[config.mk]
export PLATFORM = sky130hd
export DESIGN_NAME = viterbi_depuncture
export DESIGN_NICKNAME = d
export VERILOG_FILES = /design/src/rtl/viterbi_pkg.sv /design/src/rtl/viterbi_punct_rom.sv /design/src/rtl/viterbi_depuncture.sv
export SDC_FILE = /design/constraint.sdc
export NUM_CORES = 1
export LEC_CHECK = 0
export CAP_MARGIN = 10
export CORE_MARGIN = 8
export CORE_UTILIZATION = 40
export DETAILED_ROUTE_END_ITERATION = 8
export GPL_TIMING_DRIVEN = 0
export PLACE_DENSITY_LB_ADDON = 0.15
export SYNTH_ARGS = -nofsm -noshare
export SYNTH_HDL_FRONTEND = slang
export SYNTH_SLANG_ARGS = --single-unit
[constraint.sdc]
create_clock -name i_clk -period 5.9 [get_ports i_clk]
set_input_delay 1.18 -clock i_clk [delete_from_list [all_inputs] [get_ports i_clk]]
set_output_delay 1.18 -clock i_clk [all_outputs]
set_load 0.03 [all_outputs]
[src/rtl/viterbi_pkg.sv]
// Shared constants for the Viterbi depuncturer and transmit-side puncturer:
// rate codes and X/Y puncturing patterns (bit k of a pattern is column k).
package viterbi_pkg;

  localparam logic [2:0] RATE_1_2 = 3'd0;
  localparam logic [2:0] RATE_2_3 = 3'd1;
  localparam logic [2:0] RATE_3_4 = 3'd2;
  localparam logic [2:0] RATE_5_6 = 3'd3;
  localparam logic [2:0] RATE_7_8 = 3'd4;

  localparam int P_MAX_PERIOD = 7;

  localparam logic [P_MAX_PERIOD-1:0] PAT_X_1_2 = 7'b0000001;
  localparam logic [P_MAX_PERIOD-1:0] PAT_Y_1_2 = 7'b0000001;
  localparam logic [P_MAX_PERIOD-1:0] PAT_X_2_3 = 7'b0000001;
  localparam logic [P_MAX_PERIOD-1:0] PAT_Y_2_3 = 7'b0000011;
  localparam logic [P_MAX_PERIOD-1:0] PAT_X_3_4 = 7'b0000101;
  localparam logic [P_MAX_PERIOD-1:0] PAT_Y_3_4 = 7'b0000011;
  localparam logic [P_MAX_PERIOD-1:0] PAT_X_5_6 = 7'b0010101;
  localparam logic [P_MAX_PERIOD-1:0] PAT_Y_5_6 = 7'b0001011;
  localparam logic [P_MAX_PERIOD-1:0] PAT_X_7_8 = 7'b1010001;
  localparam logic [P_MAX_PERIOD-1:0] PAT_Y_7_8 = 7'b0101111;

  // Unused codes fall back to the unpunctured rate.
  function automatic logic [2:0] rate_norm(input logic [2:0] rate);
    return (rate > RATE_7_8) ? RATE_1_2 : rate;
  endfunction

  function automatic logic [P_MAX_PERIOD-1:0] pat_x(input logic [2:0] rate);
    case (rate_norm(rate))
      RATE_2_3: return PAT_X_2_3;
      RATE_3_4: return PAT_X_3_4;
      RATE_5_6: return PAT_X_5_6;
      RATE_7_8: return PAT_X_7_8;
      default:  return PAT_X_1_2;
    endcase
  endfunction

  function automatic logic [P_MAX_PERIOD-1:0] pat_y(input logic [2:0] rate);
    case (rate_norm(rate))
      RATE_2_3: return PAT_Y_2_3;
      RATE_3_4: return PAT_Y_3_4;
      RATE_5_6: return PAT_Y_5_6;
      RATE_7_8: return PAT_Y_7_8;
      default:  return PAT_Y_1_2;
    endcase
  endfunction

  function automatic logic [2:0] pat_period(input logic [2:0] rate);
    case (rate_norm(rate))
      RATE_2_3: return 3'd2;
      RATE_3_4: return 3'd3;
      RATE_5_6: return 3'd5;
      RATE_7_8: return 3'd7;
      default:  return 3'd1;
    endcase
  endfunction

endpackage

[src/rtl/viterbi_punct_rom.sv]
// Combinational puncturing-pattern lookup: (rate, column) -> X, Y and
// whether the column is the last of the pattern period.
module viterbi_punct_rom
  import viterbi_pkg::*;
(
  input  logic [2:0] rate,
  input  logic [2:0] col,
  output logic       x_bit,
  output logic       y_bit,
  output logic       last_col
);

  logic [P_MAX_PERIOD-1:0] x_pat;
  logic [P_MAX_PERIOD-1:0] y_pat;
  logic [2:0]              period;

  always_comb begin
    x_pat    = pat_x(rate);
    y_pat    = pat_y(rate);
    period   = pat_period(rate);
    x_bit    = x_pat[col];
    y_bit    = y_pat[col];
    last_col = (col == period - 3'd1);
  end

endmodule

[src/rtl/viterbi_depuncture.sv]
// Depuncturer: rebuilds (G0, G1) soft pairs from a punctured symbol stream,
// inserting erasures at punctured positions, with ready/valid on both sides.
module viterbi_depuncture
  import viterbi_pkg::*;
#(
  parameter int                  P_SOFT_W    = 3,
  parameter logic [P_SOFT_W-1:0] P_ERASE_VAL = '0
) (
  input  logic                  i_clk,
  input  logic                  i_reset_n,
  input  logic [2:0]            i_rate,
  input  logic                  i_sync,
  input  logic [P_SOFT_W-1:0]   i_sym,
  input  logic                  i_sym_valid,
  output logic                  o_sym_ready,
  output logic [2*P_SOFT_W-1:0] o_data,
  output logic [1:0]            o_erase,
  output logic                  o_valid,
  input  logic                  i_ready
);

  logic [2:0]            col_reg, col_next;
  logic                  half_reg, half_next;
  logic [P_SOFT_W-1:0]   a0_reg, a0_next;
  logic [2:0]            rate_reg;
  logic [2*P_SOFT_W-1:0] data_reg, data_next;
  logic [1:0]            erase_reg, erase_next;
  logic                  valid_reg;

  logic       accept;
  logic       restart;
  logic       complete;
  logic [2:0] eff_rate;
  logic [2:0] eff_col;
  logic       eff_half;
  logic       x_bit, y_bit, last_col;

  assign o_sym_ready = !valid_reg || i_ready;
  assign accept      = i_sym_valid && o_sym_ready;

  // A period boundary (or a sync) lets the presented rate govern this symbol.
  assign restart  = i_sync || (col_reg == 3'd0 && !half_reg);
  assign eff_rate = restart ? i_rate : rate_reg;
  assign eff_col  = i_sync ? 3'd0 : col_reg;
  assign eff_half = i_sync ? 1'b0 : half_reg;

  viterbi_punct_rom u_rom (
    .rate     (eff_rate),
    .col      (eff_col),
    .x_bit    (x_bit),
    .y_bit    (y_bit),
    .last_col (last_col)
  );

  always_comb begin
    col_next   = eff_col;
    half_next  = eff_half;
    a0_next    = a0_reg;
    data_next  = data_reg;
    erase_next = erase_reg;
    complete   = 1'b0;

    if (x_bit && y_bit) begin
      if (!eff_half) begin
        a0_next   = i_sym;
        half_next = 1'b1;
      end else begin
        data_next  = {i_sym, a0_reg};
        erase_next = 2'b00;
        complete   = 1'b1;
      end
    end else if (x_bit) begin
      data_next  = {P_ERASE_VAL, i_sym};
      erase_next = 2'b10;
      complete   = 1'b1;
    end else begin
      data_next  = {i_sym, P_ERASE_VAL};
      erase_next = 2'b01;
      complete   = 1'b1;
    end

    if (complete) begin
      half_next = 1'b0;
      col_next  = last_col ? 3'd0 : eff_col + 3'd1;
    end
  end

  always_ff @(posedge i_clk or negedge i_reset_n) begin
    if (!i_reset_n) begin
      col_reg  <= '0;
      half_reg <= 1'b0;
      a0_reg   <= '0;
      rate_reg <= RATE_1_2;
    end else if (accept) begin
      col_reg  <= col_next;
      half_reg <= half_next;
      a0_reg   <= a0_next;
      if (restart) rate_reg <= i_rate;
    end
  end

  // Output register: reload on completion, otherwise drain on i_ready.
  always_ff @(posedge i_clk or negedge i_reset_n) begin
    if (!i_reset_n) begin
      data_reg  <= '0;
      erase_reg <= 2'b00;
      valid_reg <= 1'b0;
    end else if (accept && complete) begin
      data_reg  <= data_next;
      erase_reg <= erase_next;
      valid_reg <= 1'b1;
    end else if (i_ready) begin
      valid_reg <= 1'b0;
    end
  end

  assign o_data  = data_reg;
  assign o_erase = erase_reg;
  assign o_valid = valid_reg;

endmodule

# Word level (Yosys, flattened, before mapping)
# Index checks and enable logic that the tools add are counted.
[op_classes] n_addsub=2 magnitude_cmp=2 eq_ne=6 mux=25 bitwise_logic=1 reduce_logical=13
[ops] operator="$pmux W7 S3" n=1
[ops] operator="$mux W6" n=3
[ops] operator="$pmux W6 S3" n=1
[ops] operator="$mux W3" n=5
[ops] operator="$pmux W3 S4" n=1
[ops] operator="$mux W1" n=9
[ops] operator="$bmux W1 S3" n=2
[ops] operator="$eq A3 B2 Y1 const B" n=2
[ops] operator="$mux W2" n=3
[ops] operator="$logic_and A1 B1 Y1" n=4
[ops] operator="$lt A3 B4 Y1 const B" n=1
[ops] operator="$add A3 B1 Y3 const B" n=1
[ops] operator="$eq A3 B1 Y1 const B" n=1
[ops] operator="$eq A3 B3 Y1" n=1
[ops] operator="$eq A3 B3 Y1 const B" n=1
[ops] operator="$gt A3 B3 Y1 const B" n=1
[ops] operator="$logic_not A3 Y1" n=1
[ops] operator="$reduce_and A3 Y1" n=1
[ops] operator="$sub A3 B1 Y3 const B" n=1
[ops] operator="$logic_not A1 Y1" n=2
[ops] operator="$logic_or A1 B1 Y1" n=2
[ops] operator="$ne A2 B2 Y1 const B" n=1
[ops] operator="$reduce_and A2 Y1" n=1
[ops] operator="$reduce_bool A2 Y1" n=1
[ops] operator="2 further kinds" n=2
[word_totals] ff_bits=19 output_inout_bits=10 wordCells=56

# Longest topological paths before layout
# Gate-level depths: netlist (run 1).
[depth] ltp_word=15 depth_mapped=18 ltp_nobuf=15

# By module
# Synthesis (run 1) repeated with hierarchy kept, for this count alone.
[hier_totals] cells_unflattened=108 hier_area_um2=1084.8
[modules_own_cells] module="viterbi_depuncture" instances=1 cells_per_inst=83 area_each_um2=910.9 seq_area_each_um2=475.5
[modules_own_cells] module="viterbi_punct_rom" instances=1 cells_per_inst=25 area_each_um2=173.9 seq_area_each_um2=0.0

# Worst setup path after synthesis (run 1)
# OpenSTA, ideal clock, no wires.
[synth_timing] path_kind="input port to flip-flop" from="input i_sync" to="register col_reg[0]" setup_ns=0.121 arrival_ns=3.865 required_time_ns=5.779 path_slack_ns=1.914 stages=15 cell_sequence="or2_1 > buf_4 > mux2_2 > xnor2_1 > o211ai_1 > o21ai_1 > ha_1 > clkbuf_1 > or4b_1 > a21oi_1 > a21oi_1 > a211oi_1 > a211oi_1 > and2_1 > a22o_1"
[synth_between] elab_chain_len=12
[synth_lines] element="from (decl)" line="viterbi_depuncture.sv:12" rtl="input logic i_sync,"
[synth_lines] element="$logic_or A1 B1 Y1" line="viterbi_depuncture.sv:42" rtl="assign restart = i_sync || (col_reg == 3'd0 && !half_reg);"
[synth_lines] element="$mux W3"
[synth_lines] element="$gt A3 B3 Y1" line="viterbi_pkg.sv:26" rtl="return (rate > RATE_7_8) ? RATE_1_2 : rate;"
[synth_lines] element="$mux W3" line="viterbi_pkg.sv:26"
[synth_lines] element="$eq A3 B1 Y1 / $eq A3 B2 Y1 (equally long branches)" line="viterbi_pkg.sv:40, viterbi_pkg.sv:50, viterbi_pkg.sv:30"
[synth_lines] element="$reduce_or A2 Y1 (no source line)"
[synth_lines] element="$pmux W6 S3" line="viterbi_pkg.sv:40" rtl="case (rate_norm(rate))"
[synth_lines] element="$bmux W1 S3" line="viterbi_punct_rom.sv:22" rtl="y_bit = y_pat[col];"
[synth_lines] element="$mux W1 (not written as such)" line="viterbi_punct_rom.sv:22"
[synth_lines] element="$logic_and A1 B1 Y1" line="viterbi_depuncture.sv:63" rtl="if (x_bit && y_bit) begin"
[synth_lines] element="$mux W1" line="viterbi_depuncture.sv:63"
[synth_lines] element="$mux W3 *" line="viterbi_depuncture.sv:82" rtl="if (complete) begin"
[synth_lines] element="to (signal assigned)" line="viterbi_depuncture.sv:95" rtl="col_reg <= col_next;"
[synth_lines] element="to (decl)" line="viterbi_depuncture.sv:22" rtl="logic [2:0] col_reg, col_next;"
# Mark *: on every way between the ends. The rest lies on a longest branch, timed or not. The select of a mux whose other input is x is not followed.
# A chain may end at the register's enable or synchronous reset.

# Final worst setup path (run 1)
# Same ends and word-level chain as after synthesis.

==> results.txt, run 1 <==
Register bit count reported by yosys: 19
Core area: 3280 um2
CP Launch Point: i_sync
Reg-to-reg slack, setup: 1.94 ns
Critical R2R Capture: col_reg[0]
Port-buffer cells: 19
Placed standard-cell area: 1590 um2
DRT iter0 DRCs: 56
Synthesized area per cell: 9.22 um2
Core Util, Final: 0.493
Clk buf depth: 2
R2r worst-path depth: 16
Max Freq: 224 MHz
Yosys cell types: 45
Initial antenna violation count: 0
Number of synthesized flops with an enable pin: 0
Ys flop type: dfrtp_1
Share of cells above drive strength 1: 0.118
Vias in the first global route: 1,145
Number of vias per cell: 5.34
Post-CTS setup buffer count: 0
Synth top cells by count: nand2_1, dfrtp_1, nor2_1
Syn nets: 159
Congestion Overflow GR: 0
WP buf/inv: 2
Sequential-to-total area share from yosys stat: 0.353
CTS tree: yes
Hold_buf cts: 0
Die width: 74.0 um
Synth warn: 0
Critical path launch point type: input port
CTS root buf: clkbuf_4
Num rows: 21
Top cell type's share of synthesized area: 0.353
Crit-path max cell delay: 0.47 ns
Number of flip-flops in the largest register: 6
Routed wire length: 3.08 mm
Max-cap violations: 0
RSZ-0062 raised after global routing: no
Leading post-synthesis cells by cell area: dfrtp_1, nand2_1, mux2_2
HPWL Detailed: 2.44 mm
Syn Std Cell Area: 1350 um2
Top-count cell post-synth: nand2_1
Antenna Nets Post-Route: 0
Async S/R FF share, synth: 1.00
Initial core utilization: 0.410
Final nets: 183
Slowest stage cell, crit path: clkdlybuf4s50_1
H-tree Lvls: 1
Crit. End Element: flop
Pre-Repair DR Iteration Count: 4
Clock Skews: 0.00416 ns
Final min period: 4.46 ns
Peak VDD IR: 0.227 mV
Antenna fix cells: 0
Pin count of the biggest net entering global routing: 20
Area leader, netlist: dfrtp_1
PD cells: 397 nW/um2
Area grow syn2layout: 20.4%
Syn Inst Count: 146
Worst rel slew slack: 0.433
Worst-Margin Slew: 0.848 ns
Worst R2R Start: col_reg[1]
Slew Viols, Final: 0
# resized after CTS: 0
Total number of vias: 1,149
Crit-path cells: clkdlybuf4s50_1, or2_1, buf_4, mux2_2, xnor2_1, o211ai_1, o21ai_1, ha_1, or3b_1, a31oi_1, nand3_1, o22ai_1, a211oi_1, and2_1, a22o_1
Die Height: 74.0 um
Wire length per cell: 14.3 um
Num CTS Buffers: 3
Clk sink count: 19
Setup CP Type: in2reg
WP data arrival: 4.65 ns
Setup_tns: 0 ns
Final Wtd Congestion: 0.804
Status: completed
Clk_lat worst skew: 0.30 ns
Hold WS: 0.493 ns
Final Cell Area: 1620 um2
Hold path endpoint: o_erase[1]
First-pass GRT wire length: 5.21 mm
Hold Path Origin: o_erase[1]
Leakage: 0.000703 uW
Maximum fanout along the worst path: 8
Top Family by Delay on Critical Path: compound AO/OA/AOI/OAI gates
Hold WC Path Type: reg2reg
Hold violation count in the final report: 0
Detailed-route DRC error count: 0
WP data required: 6.09 ns
Post-route clock period utilization: 0.756
Final setup viols: 0
Worst hold stages: 2
Full die area: 5480 um2
Clock transition at path regs: 0.10 ns
Top Ports: 21
Total track usage: 0.121
cell type report:
| cell class | count | area, um2 |
|---|---|---|
| plain buffers | 10 | 52.6 |
| clock buffers | 4 | 26.3 |
| fillers | 342 | 1660 |
| inverters | 5 | 18.8 |
| multi-input cells | 112 | 800 |
| flip-flops and latches | 19 | 475 |
| well taps | 46 | 57.6 |
| repair buffers | 19 | 190 |
cell usage in the layout (no fill, tap or decap), types with 2 or more instances in the layout:
cell type | Yosys | routed
nand2_1 | 21 | 21
dfrtp_1 | 19 | 19
clkdlybuf4s50_1 | 0 | 19
nor2_1 | 14 | 14
clkbuf_1 | 7 | 8
mux2_2 | 6 | 6
o21ai_1 | 6 | 6
a22o_1 | 6 | 6
inv_1 | 5 | 5
xnor2_1 | 3 | 3
mux2i_1 | 3 | 3
nand2b_1 | 3 | 3
nor3b_1 | 3 | 3
nand3_1 | 3 | 3
a21oi_1 | 3 | 3
mux2_4 | 3 | 3
xor2_1 | 3 | 3
a31oi_1 | 3 | 3
clkbuf_4 | 0 | 3
buf_4 | 2 | 2
and2_1 | 2 | 2
nand3b_1 | 2 | 2
nand4b_1 | 2 | 2
o22ai_1 | 2 | 2
a211oi_1 | 2 | 2
ha_1 | 2 | 2
report_power, final:
part	internal (uW)	switching [uW]	total [uW]	leakage, uW
Clock	26.3	39.1	65.4	0.0000150
Sequential	175	27.3	202	0.000238
Combinational	171	206	376	0.000451
how the worst max path moves through the flow:
| stage | to | slack (ns) | cells after the start |
|---|---|---|---|
| finish | col_reg[0] | 1.44 | 15 |
| global route | col_reg[1] | 1.20 | 15 |
| CTS | col_reg[0] | 1.45 | 16 |
| detailed placement | col_reg[0] | 1.14 | 16 |
| global placement | col_reg[0] | 1.16 | 16 |
| floorplan | col_reg[0] | 1.91 | 15 |
stage by stage:
| step | total power (uW) | worst slack (ns) | std cells |
|---|---|---|---|
| after CTS | 648 | 1.45 | 215 |
| after floorplan | 469 | 1.91 | 146 |
| final | 644 | 1.44 | 215 |
| after detailed placement | 583 | 1.14 | 211 |
| after global routing | 691 | 1.20 | 215 |
| after global placement | 576 | 1.16 | 211 |
kinds of logic after synthesis:
kind of cell / Yosys count / synth area share
muxes: 13 / 0.116
and+or+nand+nor: 56 / 0.218
AOI/OAI and AO/OA: 35 / 0.202
xor gates and xnor gates: 6 / 0.0390
DFF: 19 / 0.353
buffers and inverters: 15 / 0.0530
adders and majority gates: 2 / 0.0186
metal layers:
layer	routed length (um)	vias up	share of wire	GRT usage
li1	-	572	-	-
met1	1450	551	0.47	0.149
met2	1450	22	0.47	0.198
met3	152	4	0.049	0.0350
met4	36	0	0.012	0.0333
met5	0	-	0	0
tightest hold or removal path, stage by stage (launching register included):
cell and delay [ns]:
dfrtp_1 0.36, nand2_1 0.05, o31ai_1 0.05
(Power assumes the default switching activity.)
==> run 2, diff against run 1 <==
==> constraint.sdc (replaced) <==
create_clock -name i_clk -period 4.43 [get_ports i_clk]
set_input_delay 0.886 -clock i_clk [delete_from_list [all_inputs] [get_ports i_clk]]
set_output_delay 0.886 -clock i_clk [all_outputs]
set_load 0.03 [all_outputs]
==> results of run 2 <==
The final DEF is identical to that of run 1. Status: completed.
Main changes from that run: setup slack after placement 1.14 ns -> -0.0340 ns; setup slack after layout 1.44 ns -> 0.266 ns; register-to-register setup slack 1.94 ns -> 0.47 ns; total power 644 uW -> 857 uW; worst IR drop on VDD 0.227 mV -> 0.302 mV
